==> config.mk <==
export PLATFORM = sky130hd
export DESIGN_NAME = serial_subtractor
export DESIGN_NICKNAME = d
export VERILOG_FILES = /design/src/rtl/serial_sub_pkg.sv /design/src/rtl/digit_subtractor.sv /design/src/rtl/serial_subtractor.sv
export SDC_FILE = /design/constraint.sdc
export NUM_CORES = 1
export LEC_CHECK = 0
export ABC_CLOCK_PERIOD_IN_PS = 1200
export CORE_UTILIZATION = 45
export CTS_BUF_LIST = sky130_fd_sc_hd__clkbuf_16
export DETAILED_ROUTE_END_ITERATION = 8
export PLACE_DENSITY = 0.81
export SYNTH_ARGS = -nofsm -noshare
export SYNTH_HDL_FRONTEND = slang
export SYNTH_SLANG_ARGS = --single-unit
export TNS_END_PERCENT = 10
==> constraint.sdc <==
create_clock -name clk -period 1.2 [get_ports clk]
set_clock_uncertainty 0.15 [all_clocks]
set_input_delay 0.24 -clock clk [delete_from_list [all_inputs] [get_ports clk]]
set_output_delay 0.24 -clock clk [all_outputs]
set_load 0.01 [all_outputs]
==> src/rtl/serial_sub_pkg.sv <==
// Shared types and sizing helpers for the digit-serial subtractor.
package serial_sub_pkg;

  typedef enum logic [1:0] {
    IDLE = 2'd0,
    RUN  = 2'd1,
    DONE = 2'd2
  } sub_state_t;

  // Width of a counter that indexes n digits (never narrower than one bit).
  function automatic int cnt_width(input int n);
    return (n <= 1) ? 1 : $clog2(n);
  endfunction

endpackage

==> src/rtl/digit_subtractor.sv <==
// One DIGIT-wide slice of the serial subtractor: d = x - y - bin, bo = borrow.
module digit_subtractor #(
  parameter int DIGIT = 1
) (
  input  logic [DIGIT-1:0] x,
  input  logic [DIGIT-1:0] y,
  input  logic             bin,
  output logic [DIGIT-1:0] d,
  output logic             bo
);

  logic [DIGIT:0] w_sum;

  // The extra top bit goes negative exactly when the slice needs a borrow.
  assign w_sum = {1'b0, x} - {1'b0, y} - {{DIGIT{1'b0}}, bin};
  assign d     = w_sum[DIGIT-1:0];
  assign bo    = w_sum[DIGIT];

endmodule

==> src/rtl/serial_subtractor.sv <==
// Digit-serial a - b with valid/ready handshakes on both sides.
// Optional signed-overflow output enabled by defining SUB_OVF_EN.
module serial_subtractor
  import serial_sub_pkg::*;
#(
  parameter int WIDTH = 16,
  parameter int DIGIT = 1
) (
  input  logic             clk,
  input  logic             rst,
  input  logic             in_valid,
  output logic             in_ready,
  input  logic [WIDTH-1:0] a,
  input  logic [WIDTH-1:0] b,
  output logic             out_valid,
  input  logic             out_ready,
  output logic [WIDTH-1:0] diff,
  output logic             bout
`ifdef SUB_OVF_EN
  ,
  output logic             ovf
`endif
);

  localparam int N  = WIDTH / DIGIT;
  localparam int CW = cnt_width(N);
  localparam logic [CW-1:0] LAST_CNT = CW'(N - 1);

  if (WIDTH % DIGIT != 0) begin : g_bad_digit
    $error("serial_subtractor: WIDTH must be a multiple of DIGIT");
  end

  sub_state_t       r_state;
  logic [WIDTH-1:0] r_a;
  logic [WIDTH-1:0] r_b;
  logic [WIDTH-1:0] r_diff;
  logic             r_borrow;
  logic [CW-1:0]    r_cnt;
  logic             r_in_ready;
  logic             r_out_valid;

  logic [DIGIT-1:0] w_d;
  logic             w_bo;
  logic [WIDTH-1:0] w_diff_shift;

  digit_subtractor #(.DIGIT(DIGIT)) u_digit (
    .x   (r_a[DIGIT-1:0]),
    .y   (r_b[DIGIT-1:0]),
    .bin (r_borrow),
    .d   (w_d),
    .bo  (w_bo)
  );

  // New digits enter at the top so the first (least significant) one ends up at bit 0.
  if (DIGIT == WIDTH) begin : g_full
    assign w_diff_shift = w_d;
  end else begin : g_part
    assign w_diff_shift = {w_d, r_diff[WIDTH-1:DIGIT]};
  end

  always_ff @(posedge clk) begin
    if (rst) begin
      r_state     <= IDLE;
      r_a         <= {WIDTH{1'b0}};
      r_b         <= {WIDTH{1'b0}};
      r_diff      <= {WIDTH{1'b0}};
      r_borrow    <= 1'b0;
      r_cnt       <= {CW{1'b0}};
      r_in_ready  <= 1'b1;
      r_out_valid <= 1'b0;
    end else begin
      case (r_state)
        IDLE: begin
          if (in_valid) begin
            r_a        <= a;
            r_b        <= b;
            r_borrow   <= 1'b0;
            r_cnt      <= {CW{1'b0}};
            r_in_ready <= 1'b0;
            r_state    <= RUN;
          end
        end
        RUN: begin
          r_a      <= r_a >> DIGIT;
          r_b      <= r_b >> DIGIT;
          r_diff   <= w_diff_shift;
          r_borrow <= w_bo;
          r_cnt    <= r_cnt + CW'(1);
          if (r_cnt == LAST_CNT) begin
            r_out_valid <= 1'b1;
            r_state     <= DONE;
          end
        end
        DONE: begin
          if (out_ready) begin
            r_out_valid <= 1'b0;
            r_in_ready  <= 1'b1;
            r_state     <= IDLE;
          end
        end
        default: begin
          r_out_valid <= 1'b0;
          r_in_ready  <= 1'b1;
          r_state     <= IDLE;
        end
      endcase
    end
  end

  assign in_ready  = r_in_ready;
  assign out_valid = r_out_valid;
  assign diff      = r_diff;
  assign bout      = r_borrow;

`ifdef SUB_OVF_EN
  logic r_a_msb;
  logic r_b_msb;
  logic r_ovf;

  // The last digit's top bit is the result MSB, so overflow is settled on that cycle.
  always_ff @(posedge clk) begin
    if (rst) begin
      r_a_msb <= 1'b0;
      r_b_msb <= 1'b0;
      r_ovf   <= 1'b0;
    end else begin
      if (r_state == IDLE && in_valid) begin
        r_a_msb <= a[WIDTH-1];
        r_b_msb <= b[WIDTH-1];
        r_ovf   <= 1'b0;
      end else if (r_state == RUN && r_cnt == LAST_CNT) begin
        r_ovf <= (r_a_msb != r_b_msb) && (w_d[DIGIT-1] != r_a_msb);
      end else begin
        r_ovf <= r_ovf;
      end
    end
  end

  assign ovf = r_ovf;
`endif

endmodule

==> results of run 1 <==
through the flow:
step | hold slack, ns | setup TNS, ns | total power [uW] | cell area (sq um)
final | 0.179 | -2.72 | 5160 | 3610
after global routing | 0.189 | -6.04 | 5340 | 3610
after global placement | 0.293 | -16.20 | 2720 | 3260
after CTS | 0.177 | -3.68 | 5130 | 3500
after detailed placement | 0.296 | -18.74 | 2740 | 3260
after floorplan | 0.238 | -0.524 | 2470 | 2440
synth_stat cells (all sizes together):
library cell  number  share of area
inv                4         0.0062
a22oi              3         0.0093
o21bai             2         0.0078
a21oi             18          0.037
fa                 1         0.0083
clkbuf             8          0.012
o21ai              1         0.0021
nand4              1         0.0026
nand3              2         0.0041
nand2b             3          0.012
o22ai              7          0.018
nand3b             2         0.0062
a31oi              2         0.0052
or3                1         0.0026
nor3b              1         0.0031
dfxtp             57           0.47
a221oi             1         0.0036
o2bb2ai           23          0.084
buf               18          0.041
nor2b              1         0.0026
a211oi            30          0.093
a2bb2oi            1         0.0036
o21ba              2         0.0083
nor2              59          0.092
nand2             36          0.056
ha                 1         0.0052
critical path, stage by stage, from the launching register on:
cell and delay [ns]:
dfxtp_4 0.39, o21ba_4 0.25, clkbuf_16 0.18, a211oi_1 0.25
worst max path at each step:
stage          endpoint  slack [ns]  cells past startpoint
5_1_grt        r_cnt[2]       -0.17                      4
3_5_place_dp     r_b[9]       -0.48                      5
6_report       r_cnt[0]       -0.12                      3
3_3_place_gp     r_a[9]       -0.41                      5
4_1_cts          r_b[0]       -0.13                      4
2_1_floorplan  diff[10]       -0.03                      6
layout make-up:
class	instances	area, sq um
fillers	428	1530
clock inverters	6	51.3
repair buffers	93	841
flip-flops and latches	57	1160
well taps	70	87.6
clock buffers	9	225
inverters	4	15.0
multi-input cells	198	1230
power groups by stage:
stage / sequential, uW / combinational (uW) / clock, uW
floorplan: 2100 / 367 / 0
CTS: 2090 / 644 / 2400
detailed placement: 2120 / 627 / 0
finish: 2090 / 692 / 2380
global placement: 2110 / 603 / 0
global route: 2100 / 748 / 2490
flip-flops by register name, summed over array words and instances, names as in the netlist:
| signal | flops |
|---|---|
| r_b | 16 |
| out_valid | 1 |
| r_cnt | 4 |
| bout | 1 |
| in_ready | 1 |
| diff | 16 |
| r_a | 16 |
| r_state | 2 |
layer usage:
metal | wire length (um) | global-route usage | vias to the layer above
met2 | 3270 | 0.407 | 78
met1 | 2810 | 0.288 | 1133
met3 | 323 | 0.0790 | 6
met5 | 0 | 0 | -
li1 | - | - | 1172
met4 | 55 | 0.0844 | 0
cell families (layout without fill, tap and decap cells):
kind of cell               after synthesis  in the layout
AOI/OAI and AO/OA                       90             90
adders and majority gates                2              2
buffers and inverters                   30            112
DFF                                     57             57
and+or+nand+nor                        106            106
repair_timing:
item | CTS | global route
endpoints found under the setup margin | 76 | 67
cloned | 0 | 1
pin swaps | 6 | 25
hold buffers | 0 | 0
gates resized for setup | 94 | 21
layout by cell type, fill, tap and decap left out, types with 8 or more instances in the layout:
| cell | count |
|---|---|
| a21oi_1 | 16 |
| nand2_1 | 36 |
| dfxtp_2 | 9 |
| nor2_1 | 58 |
| o2bb2ai_1 | 22 |
| a211oi_1 | 23 |
| buf_6 | 8 |
| buf_4 | 29 |
| clkbuf_16 | 10 |
| buf_2 | 17 |
| clkdlybuf4s50_1 | 33 |
| dfxtp_1 | 46 |
==> flow_summary.json, run 1 <==
{
  "status": "complete, but fails checks",
  "violations": "negative setup slack",
  "antenna_left": 0,
  "crit_fanout": 15,
  "leakagePower_uw": 0.00145,
  "grt_max_degree": 35,
  "arrival_ns": 1.40,
  "antenna_found_initial": 0,
  "clk_pin_slew_ns": 0.05,
  "cts_tree": "built",
  "irDropWorstVdd_uv": 952,
  "worst_pin_slew_ns": 0.233,
  "first_iter_violations": 94,
  "p_comb_frac": 0.134,
  "synth-seq-cells": 57,
  "yosys.area_share.xor_xnor": 0,
  "synth_area_sq_um": 2410,
  "reg2reg_depth": 3,
  "synth_top_family_by_area": "compound AO/OA/AOI/OAI gates",
  "grt_pass1_vias": 2231,
  "yosysUniqueCellTypes": 32,
  "synthMuxAreaShare": 0,
  "die_h_um": 75.2,
  "cp-end-kind": "register",
  "areaGrowthSynthToFinish_pct": 49.8,
  "grt-ovfl-total": 0,
  "r2r_end": "r_cnt[0]",
  "slew_violations": 0,
  "max_slew_margin": 0.844,
  "finalNonFillerCells": 437,
  "synth_cells": 285,
  "drc": 0,
  "r2r-start": "r_state[0]",
  "min-delay-start": "rst",
  "whs_path_depth": 3,
  "p_switching_uw": 1220,
  "grt_pass1_wl_mm": 10.1,
  "dp_hpwl_mm": 3.98,
  "place_congestion": 0.744,
  "share_seq_of_total_power": 0.406,
  "finalSetupViolCount": 54,
  "clkPwrFrac": 0.460,
  "critPathRequiredTime_ns": 1.27,
  "hp-class": "primary input to register",
  "startpoint": "r_state[0]",
  "cts-root-buf": "clkbuf_16",
  "wire_per_inst_um": 14.8,
  "fp.dieW_um": 75.2,
  "intPower_uw": 3940,
  "synth-simple-area-share": 0.181,
  "final_hold_viol_count": 0,
  "ys_warn_count": 0,
  "synthAdderAreaFrac": 0.0135,
  "clkLatencyLatePin_ns": 0.32,
  "core_area_sq_um": 5140,
  "p_sw_frac": 0.237,
  "cts_max_level": 3,
  "num_antenna_cells": 0,
  "dr.pass1.iters": 4,
  "die-area_sq_um": 5660,
  "ys_seq_area_frac": 0.473,
  "reg2reg_slack_ns": -0.12,
  "synth_compound_area_frac": 0.272,
  "post_cts_buffers": 0,
  "rsz0062_at_grt": "true",
  "drive_above_1_share": 0.289,
  "path_class": "register to register",
  "place_inst": 421,
  "clock-sinks": 57,
  "hold_end": "r_state[1]",
  "final_util": 0.703,
  "numPortBuffers": 54,
  "rows": 26,
  "grtUsageTotal": 0.241,
  "clockBufferDepth": 2,
  "synth_nets": 323,
  "clock.fmax_ghz": 0.756,
  "place_ws_ns": -0.476,
  "drv_cap": 0,
  "vias": 2389,
  "fin_crit_ns": 1.32,
  "ioPinCount": 55,
  "cts_inserted_buffers": 9,
  "powerDensity_nw_per_um2": 1430,
  "fin_ws_ns": -0.122,
  "initial_core_util": 0.469,
  "start_kind": "register",
  "syn_avg_cell_area_sq_um": 8.46,
  "routed_wl_mm": 6.46,
  "nets": 401,
  "vias_per_cell": 5.47,
  "fin_crit_sh": 1.10
}
No activity file was read; power rests on OpenSTA's default activity.
==> inputs of run 2 (changes only) <==
- ABC_CLOCK_PERIOD_IN_PS: 1200 -> 1500
- CORE_UTILIZATION: 45 -> 49
- PLACE_DENSITY: 0.81 -> 0.83
- clock period: 1.2 -> 1.5 ns (I/O delays scaled with it)
==> run 2 against run 1 <==
  * The flow now finishes without violations
  * Clock power shrank 29%
  * Setup slack gained 0.18 ns
  * Critical endpoint is now r_b[12]
  * Sequential power shrank 20%
==> flow_summary.json, run 2 (synthesized netlist as in run 1, its figures left out) <==
{
  "clkLatencyLatePin_ns": 0.32,
  "powerDensity_nw_per_um2": 1140,
  "grt-ovfl-total": 0,
  "p_sw_frac": 0.235,
  "arrival_ns": 1.51,
  "cp-end-kind": "register",
  "reg2reg_slack_ns": 0.06,
  "die_h_um": 72.2,
  "final_hold_viol_count": 0,
  "grt_pass1_vias": 2178,
  "p_comb_frac": 0.125,
  "clock-sinks": 57,
  "path_class": "primary input to register",
  "intPower_uw": 2950,
  "crit_buf_inv": 3,
  "dr.pass1.iters": 4,
  "place_inst": 403,
  "share_seq_of_total_power": 0.433,
  "rows": 25,
  "grt_pass1_wl_mm": 9.34,
  "r2r-start": "r_state[0]",
  "drive_above_1_share": 0.122,
  "status": "finished clean",
  "reg2reg_depth": 5,
  "finalNonFillerCells": 419,
  "cts_tree": "built",
  "min-delay-start": "rst",
  "cpPeakStageDelay_ns": 0.47,
  "core_area_sq_um": 4720,
  "hold_end": "r_a[15]",
  "cp_top_family": "buffers and inverters",
  "final_cell_mix": "nor2_1, dfxtp_1, nand2_1",
  "start_kind": "primary input",
  "grtUsageTotal": 0.230,
  "drv_cap": 0,
  "drc": 0,
  "rsz0062_at_grt": "true",
  "vias_per_cell": 5.25,
  "critPathRequiredTime_ns": 1.57,
  "fin_crit_ns": 1.44,
  "antenna_found_initial": 0,
  "antenna_left": 0,
  "worstPathCellList": "clkdlybuf4s50_1 > buf_4 > buf_4 > o2bb2ai_1 > a211oi_1",
  "clock.fmax_ghz": 0.693,
  "finalSetupViolCount": 0,
  "r2r_end": "r_cnt[0]",
  "fin_crit_sh": 0.963,
  "irDropWorstVdd_uv": 744,
  "place_area_sq_um": 3120,
  "hp-class": "primary input to register",
  "crit_fanout": 11,
  "leakagePower_uw": 0.00136,
  "cp_common_cell": "buf_4",
  "die-area_sq_um": 5210,
  "clk_pin_slew_ns": 0.05,
  "areaGrowthSynthToFinish_pct": 39.5,
  "grt_max_degree": 58,
  "ioPinCount": 55,
  "first_iter_violations": 105,
  "vias": 2198,
  "p_switching_uw": 904,
  "cts-root-buf": "clkbuf_16",
  "routed_wl_mm": 5.29,
  "clkPwrFrac": 0.442,
  "post_cts_buffers": 0,
  "worst_path_max_delay_cell": "clkdlybuf4s50_1",
  "layout_commonest_cell": "nor2_1",
  "cts_inserted_buffers": 9,
  "wire_per_inst_um": 12.6,
  "dp_hpwl_mm": 3.61,
  "fin_area_sq_um": 3370,
  "initial_core_util": 0.511,
  "cts_max_level": 3,
  "worst_pin_slew_ns": 0.402,
  "place_congestion": 0.766,
  "max_slew_margin": 0.732,
  "clockBufferDepth": 2,
  "numPortBuffers": 54,
  "whs_path_depth": 3,
  "nets": 385,
  "slew_violations": 0,
  "num_antenna_cells": 0,
  "fp.dieW_um": 72.2
}
-- run 2: worst max path at each step --
stage | start | endpoint | depth (start not counted)
final | in_valid | r_b[12] | 5
after global routing | r_state[1] | r_b[1] | 3
after CTS | in_valid | r_b[15] | 5
after detailed placement | in_valid | r_b[15] | 5
after global placement | in_valid | r_a[15] | 5
after floorplan | bout | diff[15] | 4
-- run 2: cell type report --
type	count	area [sq um]
clock buffers	9	225
flip-flops and latches	57	1140
well taps	67	83.8
inverters	4	15.0
fillers	377	1360
multi-input cells	198	1130
clock inverters	7	30.0
repair buffers	77	738
-- run 2: repair_timing --
| action | 4_1_cts | 5_1_grt |
|---|---|---|
| resized for setup | 20 | 2 |
| hold buffers | 0 | 0 |
| setup endpoints to repair | 41 | 18 |
-- run 2: worst register-to-register path: stages (launching register included) --
cell and delay, ns:
dfxtp_2 0.41, buf_4 0.17, nor2b_1 0.22, buf_4 0.16, nor2_1 0.04, a211oi_1 0.20
-- run 2: through the flow --
step           hold WS, ns  power, uW  worst slack (ns)  utilization  setup TNS (ns)
6_report             0.286       3850            0.0561        0.713               0
5_1_grt              0.298       4010           -0.0190        0.713         -0.0726
4_1_cts              0.283       3880            0.0215        0.711               0
3_5_place_dp         0.303       2180            -0.281        0.661           -7.67
3_3_place_gp         0.292       2160            -0.256        0.661           -6.44
2_1_floorplan        0.298       1960             0.173            -               0
-- run 2: layer usage --
layer	vias to the layer above	wire length (um)	global-route usage
li1	1126	-	-
met1	1014	2510	0.276
met5	-	0	0
met3	6	174	0.0431
met4	0	53	0.120
met2	52	2550	0.390
-- run 2: power by group through the flow --
stage | sequential, uW | clock (uW) | combinational [uW]
6_report | 1670 | 1700 | 480
5_1_grt | 1680 | 1800 | 536
4_1_cts | 1670 | 1730 | 481
3_5_place_dp | 1690 | 0 | 484
3_3_place_gp | 1690 | 0 | 471
2_1_floorplan | 1680 | 0 | 287
==> inputs of run 3 (changes only) <==
- REMOVE_ABC_BUFFERS: default -> 1
==> run 3 against run 2 <==
  * Sequential share of layout area grew 0.32 points
  * Design area shrank 0.93%
  * Total power grew 0.32%
  * Cell count shrank 0.95%
  * Sequential cell count is the same
  * Global-route usage shrank 0.84 points
  * Via count grew 0.91%
  * Worst hold slack lost 0.0045 ns
  * Register-to-register slack gained 0.06 ns
  * Non-clock buffer count shrank 4
  * Maximum frequency grew 2.4%
  * Sequential power is essentially flat
  * Largest power group unchanged
==> flow_summary.json, run 3 (synthesized netlist as in run 1, its figures left out) <==
{
  "status": "finished clean",
  "clockBufferDepth": 2,
  "max_slew_margin": 0.829,
  "nets": 381,
  "first_iter_violations": 136,
  "dp_hpwl_mm": 3.50,
  "whs_path_depth": 3,
  "fin_crit_sh": 0.940,
  "dr.max_layer_used": "met4",
  "vias_per_cell": 5.34,
  "routed_wl_mm": 5.32,
  "power.total_uw": 3860,
  "p_comb_frac": 0.122,
  "final_hold_viol_count": 0,
  "worst_path_max_delay_cell": "dfxtp_1",
  "antenna_found_initial": 0,
  "startpoint": "diff[4]",
  "fin_crit_ns": 1.41,
  "post_cts_buffers": 0,
  "fp.dieW_um": 72.2,
  "clock-sinks": 57,
  "rows": 25,
  "clkPwrFrac": 0.446,
  "fin_ws_ns": 0.0899,
  "m1WireLength_mm": 2.39,
  "drc": 0,
  "p_switching_uw": 922,
  "r2r-start": "r_state[0]",
  "seqCellArea_sq_um": 1140,
  "cpPeakStageDelay_ns": 0.36,
  "wl_met2_mm": 2.64,
  "ioPinCount": 55,
  "grt_max_degree": 58,
  "clkLatencyLatePin_ns": 0.32,
  "min-delay-start": "rst",
  "place_congestion": 0.729,
  "cp-end-kind": "output port",
  "dr.pass1.iters": 4,
  "multi_input_area_sq_um": 1130,
  "clock.fmax_ghz": 0.709,
  "share_seq_of_total_power": 0.431,
  "crit_cells": 1,
  "wire_per_inst_um": 12.8,
  "worstPathCellList": "dlygate4sd2_1",
  "final_util": 0.706,
  "path_class": "register to output port",
  "route.met3.wl_um": 207,
  "place_ws_ns": -0.291,
  "antenna_left": 0,
  "leakagePower_uw": 0.00134,
  "crit_fanout": 3,
  "core_area_sq_um": 4720,
  "nFillCells": 376,
  "clk_pin_slew_ns": 0.05,
  "num_antenna_cells": 0,
  "reg2reg_depth": 5,
  "intPower_uw": 2940,
  "hp-class": "primary input to register",
  "finalSetupViolCount": 0,
  "grt_pass1_wl_mm": 8.96,
  "vias": 2218,
  "worst_pin_slew_ns": 0.256,
  "rsz0062_at_grt": "false",
  "cts_max_level": 3,
  "p_sw_frac": 0.239,
  "numPortBuffers": 54,
  "cts_inserted_buffers": 9,
  "areaGrowthSynthToFinish_pct": 38.2,
  "drv_cap": 0,
  "arrival_ns": 0.96,
  "initial_core_util": 0.511,
  "die_h_um": 72.2,
  "powerDensity_nw_per_um2": 1160,
  "slew_violations": 0,
  "cts-root-buf": "clkbuf_16",
  "grtUsageTotal": 0.221,
  "die-area_sq_um": 5210,
  "hold_buffers": 0,
  "cts_tree": "built",
  "final_cell_mix": "nor2_1, dfxtp_1, nand2_1",
  "layout_commonest_cell": "nor2_1",
  "start_kind": "register",
  "crit_buf_inv": 1,
  "cp_top_family": "flip-flops",
  "irDropWorstVdd_uv": 722,
  "grt_pass1_vias": 2037,
  "critPathRequiredTime_ns": 1.05,
  "grt-ovfl-total": 0,
  "drive_above_1_share": 0.112
}
-- run 3: cell types whose count changed in the layout (fill, tap and decap cells not counted), sizes merged --
cell,delta
buf,-4
clkdlybuf4s50,-1
dlymetal6s2s,+1
-- run 3: repair_timing --
action                                  in CTS  in global routing
resized for setup                           20                  2
endpoints found under the setup margin      20                  6
gates cloned                                 0                  0
-- run 3: path summary, 6_finish.rpt --
check / to / slack [ns]
min reg2reg: diff[0] / 0.30
min: r_state[0] / 0.28
max: diff[4] / 0.09
max reg2reg: diff[3] / 0.12
-- run 3: layout make-up --
class                           count  share of cell area
Sequential cell                    57               0.343
Multi-Input combinational cell    198               0.339
Timing Repair Buffer               73               0.212
Clock buffer                        9              0.0675
Tap cell                           67              0.0251
Clock inverter                      7             0.00901
Inverter                            4             0.00450
-- run 3: power groups by stage --
stage                     sequential (uW)  clock, uW  combinational (uW)
final                                1670       1720                 473
after global routing                 1670       1810                 520
after CTS                            1660       1750                 475
after detailed placement             1690          0                 477
after global placement               1690          0                 466
after floorplan                      1690          0                 218
-- run 3: routing by layer --
metal	vias to the layer above	GRT usage
met3	7	0.0500
met5	-	0
li1	1120	-
met4	0	0.105
met1	1025	0.265
met2	66	0.376
-- run 3: stage by stage --
step	std cells	setup TNS [ns]	hold slack, ns	cell area [sq um]
finish	415	0	0.282	3330
global route	415	0	0.305	3330
CTS	415	0	0.281	3330
detailed placement	399	-9.36	0.296	3090
global placement	399	-7.97	0.295	3090
floorplan	259	-28.18	0.219	2280
